<file path="src/rtl/fetch_pc_ifid.sv">
// Fetch stage: program counter, instruction-memory address and IF/ID register.
// Handles stall, flush and redirect from ID/EX; redirect has top priority.
module fetch_pc_ifid #(
    parameter int                 ADDR_W    = 12,
    parameter int                 DATA_W    = 32,
    parameter logic [ADDR_W-1:0]  RESET_PC  = '0,
    parameter logic [DATA_W-1:0]  NOP_INSTR = 32'h0000_0013
) (
    input  logic              clk,
    input  logic              rst_n,
    output logic [ADDR_W-1:0] imem_addr,
    input  logic [DATA_W-1:0] imem_data,
    input  logic              stall_i,
    input  logic              flush_i,
    input  logic              redirect_i,
    input  logic [ADDR_W-1:0] redirect_pc_i,
    output logic [DATA_W-1:0] id_instr,
    output logic [ADDR_W-1:0] id_pc,
    output logic [ADDR_W-1:0] id_pc4,
    output logic              id_valid
);

    logic [ADDR_W-1:0] r_pc;
    logic [DATA_W-1:0] r_instr;
    logic [ADDR_W-1:0] r_id_pc;
    logic [ADDR_W-1:0] r_id_pc4;
    logic              r_valid;

    logic [ADDR_W-1:0] w_pc4;
    logic [ADDR_W-1:0] w_redir_pc;
    logic              w_bubble;

    // Sum wraps naturally at ADDR_W bits.
    assign w_pc4      = r_pc + ADDR_W'(4);
    assign w_redir_pc = redirect_pc_i & ~ADDR_W'(3);
    assign w_bubble   = redirect_i | flush_i;

    always_ff @(posedge clk) begin
        if (!rst_n) begin
            r_pc <= RESET_PC;
        end else if (redirect_i) begin
            r_pc <= w_redir_pc;
        end else if (!stall_i) begin
            r_pc <= w_pc4;
        end
    end

    always_ff @(posedge clk) begin
        if (!rst_n) begin
            r_instr  <= NOP_INSTR;
            r_id_pc  <= '0;
            r_id_pc4 <= '0;
            r_valid  <= 1'b0;
        end else if (w_bubble) begin
            r_instr  <= NOP_INSTR;
            r_id_pc  <= '0;
            r_id_pc4 <= '0;
            r_valid  <= 1'b0;
        end else if (!stall_i) begin
            r_instr  <= imem_data;
            r_id_pc  <= r_pc;
            r_id_pc4 <= w_pc4;
            r_valid  <= 1'b1;
        end
    end

    assign imem_addr = r_pc;
    assign id_instr  = r_instr;
    assign id_pc     = r_id_pc;
    assign id_pc4    = r_id_pc4;
    assign id_valid  = r_valid;

endmodule
</file>
<file path="config.mk">
export PLATFORM = sky130hd
export DESIGN_NAME = fetch_pc_ifid
export DESIGN_NICKNAME = d
export VERILOG_FILES = /design/src/rtl/fetch_pc_ifid.sv
export SDC_FILE = /design/constraint.sdc
export NUM_CORES = 1
export LEC_CHECK = 0
export CAP_MARGIN = 25
export CORE_ASPECT_RATIO = 1.2
export CORE_UTILIZATION = 37
export CTS_CLUSTER_DIAMETER = 80
export DETAILED_ROUTE_END_ITERATION = 8
export GPL_TIMING_DRIVEN = 1
export PLACE_DENSITY = 0.72
export SETUP_SLACK_MARGIN = 0.02
export SLEW_MARGIN = 20
export SYNTH_ARGS = -nofsm -noshare
export SYNTH_HDL_FRONTEND = slang
export SYNTH_SLANG_ARGS = --single-unit
</file>
<file path="constraint.sdc">
create_clock -name clk -period 1.4 [get_ports clk]
set_input_delay 0.14 -clock clk [delete_from_list [all_inputs] [get_ports clk]]
set_output_delay 0.14 -clock clk [all_outputs]
set_load 0.02 [all_outputs]
</file>
=== Word-level counts from Yosys, hierarchy flattened ===
Cells that the tools add are included.
W data, S select, Z words.

* Flip-flop bits (word level): 69
* Bits of input ports: 49
* Word-level logic and storage cells: 14

* Bitwise operators: 2
* $add $sub $neg: 1
* Equal/unequal tests: 1
* Reductions and logical operators: 2
* Mux-type cells: 2

{| class="wikitable"
|+ Operator list
! cell !! number
|-
| $mux W12 || 2
|-
| $add A12 B3 Y12 const B || 1
|-
| $reduce_or A2 Y1 || 2
|-
| $ne A2 B1 Y1 const B || 1
|-
| $not A1 Y1 || 1
|-
| $or A1 B1 Y1 || 1
|}

=== Logic depth before layout (Yosys ltp) ===
Gate-level depths: netlist of run 1.

* Word-level depth: 3
* Gate-level depth with buffers: 6
* Depth with buffers taken out: 5

=== Least setup slack after synthesis of run 1 ===
No wires, ideal clock.

* Kind: reg2reg
* From: reg r_pc[2] (netlist: imem_addr[2])
* To: reg r_id_pc4[10] (netlist: id_pc4[10])
* Library setup time: 0.115 ns
* Stages on the path, launching flop included: 6
* Arrival time: 1.465 ns
* Required time: 1.285 ns
* Buffers on the path: 0
* Slack: -0.180 ns
* Cells stage by stage: dfxtp_1 ha_1 and4_2 nand4_1 xnor2_1 o21a_1

* Word-level cells in the longest chain between the ends: 1

{| class="wikitable"
|+ Ends and longest elaborated chain
! what !! line !! source
|-
| from (decl) || 23 || <nowiki>logic [ADDR_W-1:0] r_pc;</nowiki>
|-
| from (signal assigned) || 42 || <nowiki>r_pc <= w_redir_pc;</nowiki>
|-
| from (signal assigned) || 44 || <nowiki>r_pc <= w_pc4;</nowiki>
|-
| $add A12 B3 Y12 || 34 || <nowiki>assign w_pc4 = r_pc + ADDR_W'(4);</nowiki>
|-
| to (signal assigned) || 62 || <nowiki>r_id_pc4 <= w_pc4;</nowiki>
|-
| to (decl) || 26 || <nowiki>logic [ADDR_W-1:0] r_id_pc4;</nowiki>
|}

No other way between the ends.
A chain may end at the register's enable or synchronous reset.

=== Worst setup path after layout of run 1 ===
* From: reg r_pc[2] (netlist: imem_addr[2])
* To: out imem_addr[2]

{| class="wikitable"
|+ RTL lines
! what !! line !! source
|-
| to (decl) || 11 || <nowiki>output logic [ADDR_W-1:0] imem_addr,</nowiki>
|}

No word-level cell between the ends.

==> results of run 1 <==
[what timing repair did]
item / CTS / global route
hold buffers: 0 / 0
gates resized for setup: 64 / 8
buffers inserted: 0 / 1
endpoints found under the hold margin: 0 / 0
endpoints found under the setup margin: 64 / 8
pin swaps: 0 / 1
[sequential cells by signal, indices dropped and copies added (netlist names)]
name / flops
id_pc4: 10
id_valid: 1
id_pc: 10
id_instr: 32
imem_addr: 10
[worst max-delay path, cell delays in order (launching register included)]
cell,delay (ns)
dfxtp_4,0.38
buf_4,0.14
dlygate4sd2_1,0.33
[per-stage QoR]
step	area, um^2	worst slack [ns]	std cells	setup TNS [ns]	power [W]
2_1_floorplan	2610	0.00950	272	0	0.00223
3_3_place_gp	3830	0.0128	463	0	0.00251
3_5_place_dp	3830	-0.0137	463	-0.0322	0.00251
4_1_cts	3940	0.0232	479	0	0.00402
5_1_grt	3980	0.0218	480	0	0.00416
6_report	3980	0.0823	480	0	0.00398
[worst max-delay path by stage]
stage                                 to  cells after the start
3_5_place_dp   imem_addr[3]$_SDFFE_PN0P_                      5
3_3_place_gp   id_instr[17]$_SDFFE_PP0N_                      5
6_report                    imem_addr[2]                      2
5_1_grt          id_pc4[11]$_SDFFE_PP0N_                      4
2_1_floorplan    id_pc4[10]$_SDFFE_PP0N_                      5
4_1_cts          id_pc4[10]$_SDFFE_PP0N_                      5
[routing by layer]
layer / share of wire / wire (um) / track usage
met1: 0.40 / 2540 / 0.200
met2: 0.50 / 3190 / 0.328
met3: 0.077 / 486 / 0.0634
met4: 0.018 / 115 / 0.0957
met5: 0 / 0 / 0
[cells by family (layout without fill, tap and decap cells)]
group / after synthesis / after routing / share of synthesized area
xor+xnor: 11 / 11 / 0.0375
flops: 63 / 63 / 0.490
buf+inv: 30 / 153 / 0.0652
compound gates: 36 / 36 / 0.0793
other cells: 1 / 6 / 0.00146
mux: 44 / 44 / 0.171
fa+ha+maj: 1 / 1 / 0.00486
simple gates: 81 / 81 / 0.150
[final cells by class]
cell class	instances	share of cell area
repair buffers	132	0.300
inverters	5	0.00472
multi-input cells	179	0.300
well taps	85	0.0267
clock buffers	12	0.0365
clock inverters	4	0.0113
flip-flops and latches	63	0.320
[power groups by stage]
stage / registers, W / clock network [W] / logic (W)
after floorplan: 0.00197 / 0 / 0.000256
after global placement: 0.00193 / 0 / 0.000580
after detailed placement: 0.00193 / 0 / 0.000587
after CTS: 0.00189 / 0.00158 / 0.000559
after global routing: 0.00190 / 0.00165 / 0.000614
final: 0.00189 / 0.00153 / 0.000563
[layout by cell type, fill, tap and decap left out, types with 6 or more instances in the layout]
cell and count:
xnor2_1 8, buf_4 23, a21oi_1 13, nor2_1 46, conb_1 6, clkdlybuf4s50_1 45, mux2i_1 44, o21ai_0 12
dlygate4sd2_1 63, clkbuf_8 10, dfxtp_1 56
==> results.toml, run 1 <==
[status]
status = "complete, no violations"

[pwr]
comb_power_share = 0.141
p_clk_frac = 0.384
p_per_area_mw_per_mm2 = 1000
p_leak_nw = 1.87
power.switching_w = 0.000976
swShare = 0.245
internal_power_w = 0.00300
p_seq_frac = 0.475
vdd_ir_drop_max_v = 0.000843

[cts]
clock_latency_ns = 0.33
clockBufferDepth = 2
cts_buffers = 9
cts.htree.levels = 3
tritoncts = "done"
cts_root_buf = "clkbuf_8"
clk_pin_slew_worst_paths_ns = 0.07
cts.sinks = 63

[detailed_routing]
drc = 0
wirelength_um = 6330
via_per_inst = 4.72
num_vias = 2266
final_antenna_net_count = 0
drt_iter0_markers = 133
avgRoutedWirePerCell_um = 13.2
first_pass_iters = 4

[layout]
final_core_utilization = 0.606
insertedDiodeCount = 0
regArea_mm2 = 0.00127
nets = 440
multiInputGateArea_mm2 = 0.00119
fillers = 621
syn_to_final_growth_pct = 54.7
drive_above_1_share = 0.144

[die]
io_pins = 118
initial_core_util = 0.392
dieWidth_um = 78.1
die_y_um = 93.3
die_area_mm2 = 0.00729
core_mm2 = 0.00657
num_rows = 32

[logic_synthesis]
yosysUniqueCellTypes = 39
synth.yosys.warnings = 0
synth-edff-count = 0
synth_most_common_cell = "dfxtp_1"
syn_area_mm2 = 0.00257
yosys-top-cells-count = "63 x dfxtp_1, 46 x nor2_1, 44 x mux2i_1, 13 x a21oi_1, 13 x o21ai_0"
synthCells = 267
ys.flop_type = "dfxtp_1"
netlist.area_leader.share = 0.490
synth_seq_area_share = 0.490
async_reset_ff_frac = 0
ys_seq_elements = 63
synthTopCellsByArea = "dfxtp_1 49%, mux2i_1 17%, nor2_1 6.7%, buf_4 2.9%, xnor2_1 2.7%"
synth.avg_cell_area_um2 = 9.63
synth.largest_area_cell = "dfxtp_1"

[run]
drv_cap = 0

[sta]
drv_slew = 0
clock.fmax_mhz = 759
fin_crit_ns = 1.32
fin_crit_sh = 0.941
whs_ns = 0.193
finalSetupViolCount = 0
rsz0062_at_grt = "false"
finalHoldViolCount = 0
clock_skew_ns = 0.00634

[placement]
port_buffers = 109
dp_hpwl_um = 4580
gp_congestion = 0.795

[worst_hold_path]
holdPathEnd = "id_pc[5]$_SDFFE_PP0N_"
hold_path.class = "in -> reg"
worstHoldStart = "stall_i"
hold-path-cell-count = 3

[global_routing]
track_usage = 0.188
grt_pass1_wl_um = 10500
grt_pass1_vias = 2261
grt_remaining_overflow = 0
antenna_found_initial = 0
grt_max_degree = 20

[setup_path]
critPathLaunchType = "flip-flop"
crit_fanout = 4
startpoint = "imem_addr[2]$_SDFFE_PN0P_"
worstSetupEndpointType = "output pin"
worstPathRequired_ns = 1.26
r2r_end = "id_pc4[10]$_SDFFE_PP0N_"
r2r-start = "imem_addr[2]$_SDFFE_PN0P_"
path_class = "reg -> out"
r2r_setup_slack_ns = 0.11
critPathArrivalTime_ns = 1.18
reg2reg_depth = 5
Note: power is estimated with default switching activity, not from simulation.
==> inputs of run 2 (changes only) <==
GPL_TIMING_DRIVEN = unset   (was 1)
SETUP_SLACK_MARGIN = 0.15   (was 0.02)
==> run 2 against run 1 <==
Final area is 0.13% lower. Worst setup slack improved by 0.023 ns. Non-clock buffer count is 1 lower. Total power fell by 3.6%. Flip-flop and latch count stayed put. First-iteration DRC count down 44%. Critical path depth increased by 3. Count of clock-buffer cells in the layout shrank 1. Sequential share of layout area grew 0.36 points. Worst hold slack got worse by 0.012 ns.
==> results.toml, run 2 (synthesis results as in run 1) <==
[cts]
cts.sinks = 63
cts.htree.levels = 3
clock_latency_ns = 0.33
cts_buffers = 9
ctsHoldBuffers = 0
clockBufferDepth = 2
tritoncts = "done"
cts_root_buf = "clkbuf_8"
clk_pin_slew_worst_paths_ns = 0.07

[detailed_routing]
avgRoutedWirePerCell_um = 13.2
final_antenna_net_count = 0
drc = 0
drt_iter0_markers = 74
via_per_inst = 4.74
num_vias = 2267
wirelength_um = 6290
first_pass_iters = 4

[placement]
gp_congestion = 0.742
port_buffers = 109
dp_hpwl_um = 4420

[setup_path]
crit_chain = "ha_4, and4_4, nand4_1, xnor2_1, o21a_1"
critPathArrivalTime_ns = 1.53
crit_slowest_cell = "dfxtp_4"
path_delay_family = "flip-flops"
crit_fanout = 6
crit_path_max_incr_delay_ns = 0.40
cp_num_cells = 5
path_class = "reg -> reg"
worstPathBufferInverterCount = 0
worstPathRequired_ns = 1.63
worstSetupEndpointType = "flip-flop"
reg2reg_depth = 5
critPathLaunchType = "flip-flop"

[pwr]
p_per_area_mw_per_mm2 = 965
swShare = 0.253
p_seq_frac = 0.493
power.switching_w = 0.000973
internal_power_w = 0.00286
p_leak_nw = 1.84
comb_power_share = 0.146
total_power_w = 0.00384
vdd_ir_drop_max_v = 0.000525
p_clk_frac = 0.361

[layout]
insertedDiodeCount = 0
largest_reg_flops = 32
layout_common_cells = "57 x dlygate4sd2_1, 56 x dfxtp_1, 46 x nor2_1"
final_common_cell = "dlygate4sd2_1"
drive_above_1_share = 0.148
nets = 439
syn_to_final_growth_pct = 54.5
multiInputGateArea_mm2 = 0.00120
fillers = 612
regArea_mm2 = 0.00129

[sta]
clock_skew_ns = 0.00391
drv_slew = 0
fin_crit_sh = 0.925
finalHoldViolCount = 0
rsz0062_at_grt = "true"
fin_crit_ns = 1.30
setup_tns_ns = 0
finalSetupViolCount = 0
clock.fmax_mhz = 772

[run]
drv_cap = 0

[die]
core_mm2 = 0.00657
initial_core_util = 0.392
num_rows = 32
die_area_mm2 = 0.00729
dieWidth_um = 78.1
io_pins = 118
die_y_um = 93.3

[worst_hold_path]
hold_path.class = "in -> reg"
hold-path-cell-count = 3

[global_routing]
grt_max_degree = 31
grt_pass1_vias = 2202
grt_remaining_overflow = 0
antenna_found_initial = 0
grt_pass1_wl_um = 10100
track_usage = 0.180

[status]
status = "complete, no violations"
[run 2: changes by cell type in the layout (fill, tap and decap cells not counted), sizes merged]
cell           before  now
clkbuf             12   13
bufinv              1    0
clkdlybuf4s15       0    4
clkinv              3    4
dlygate4sd2        63   57
buf                24   23
[run 2: through the flow]
step	cell area, um^2	hold slack (ns)	instances	setup WS [ns]	utilization
6_report	3970	0.181	478	0.105	0.605
3_5_place_dp	3790	0.458	454	-0.00215	0.578
5_1_grt	3970	0.190	478	0.0493	0.605
4_1_cts	3940	0.161	474	0.0962	0.599
2_1_floorplan	2650	0.251	272	0.0997	-
3_3_place_gp	3790	0.435	454	0.0297	0.578
[run 2: repair_timing]
| action | in CTS | in global routing |
|---|---|---|
| endpoints found under the hold margin | 0 | 0 |
| pin swaps | 6 | 5 |
| resized for setup | 70 | 8 |
| setup buffers | 5 | 4 |
| endpoints found under the setup margin | 69 | 16 |
[run 2: cell type report]
cell class                      instances  area share
Clock buffer                           11      0.0384
Clock inverter                          4     0.00504
Inverter                                5     0.00472
Multi-Input combinational cell        179       0.303
Sequential cell                        63       0.324
Tap cell                               85      0.0268
Timing Repair Buffer                  131       0.298
[run 2: power groups by stage]
stage	Combinational, W	Clock [W]	Sequential, W
final	0.000560	0.00139	0.00189
after CTS	0.000550	0.00144	0.00189
after global placement	0.000563	0	0.00193
after detailed placement	0.000569	0	0.00194
after floorplan	0.000266	0	0.00198
after global routing	0.000608	0.00152	0.00190
[run 2: final timing paths]
check                       startpoint                      end  slack [ns]
max          imem_addr[3]$_SDFFE_PN0P_  id_pc4[10]$_SDFFE_PP0N_        0.10
min reg2reg      id_valid$_SDFFE_PP0N_    id_valid$_SDFFE_PP0N_        0.45
max reg2reg  imem_addr[3]$_SDFFE_PN0P_  id_pc4[10]$_SDFFE_PP0N_        0.10
min                            stall_i    id_pc[7]$_SDFFE_PP0N_        0.18
[run 2: layer usage]
metal  GRT usage  vias up  wire length, um
li1            -     1139                -
met4      0.0895        0              128
met2       0.298      105             2910
met1       0.198     1011             2590
met5           0        -                0
met3      0.0751       12              651
[run 2: worst min-delay path, stage by stage]
cell and delay [ns]:
buf_4 0.19, nand2_1 0.08, a21oi_1 0.06
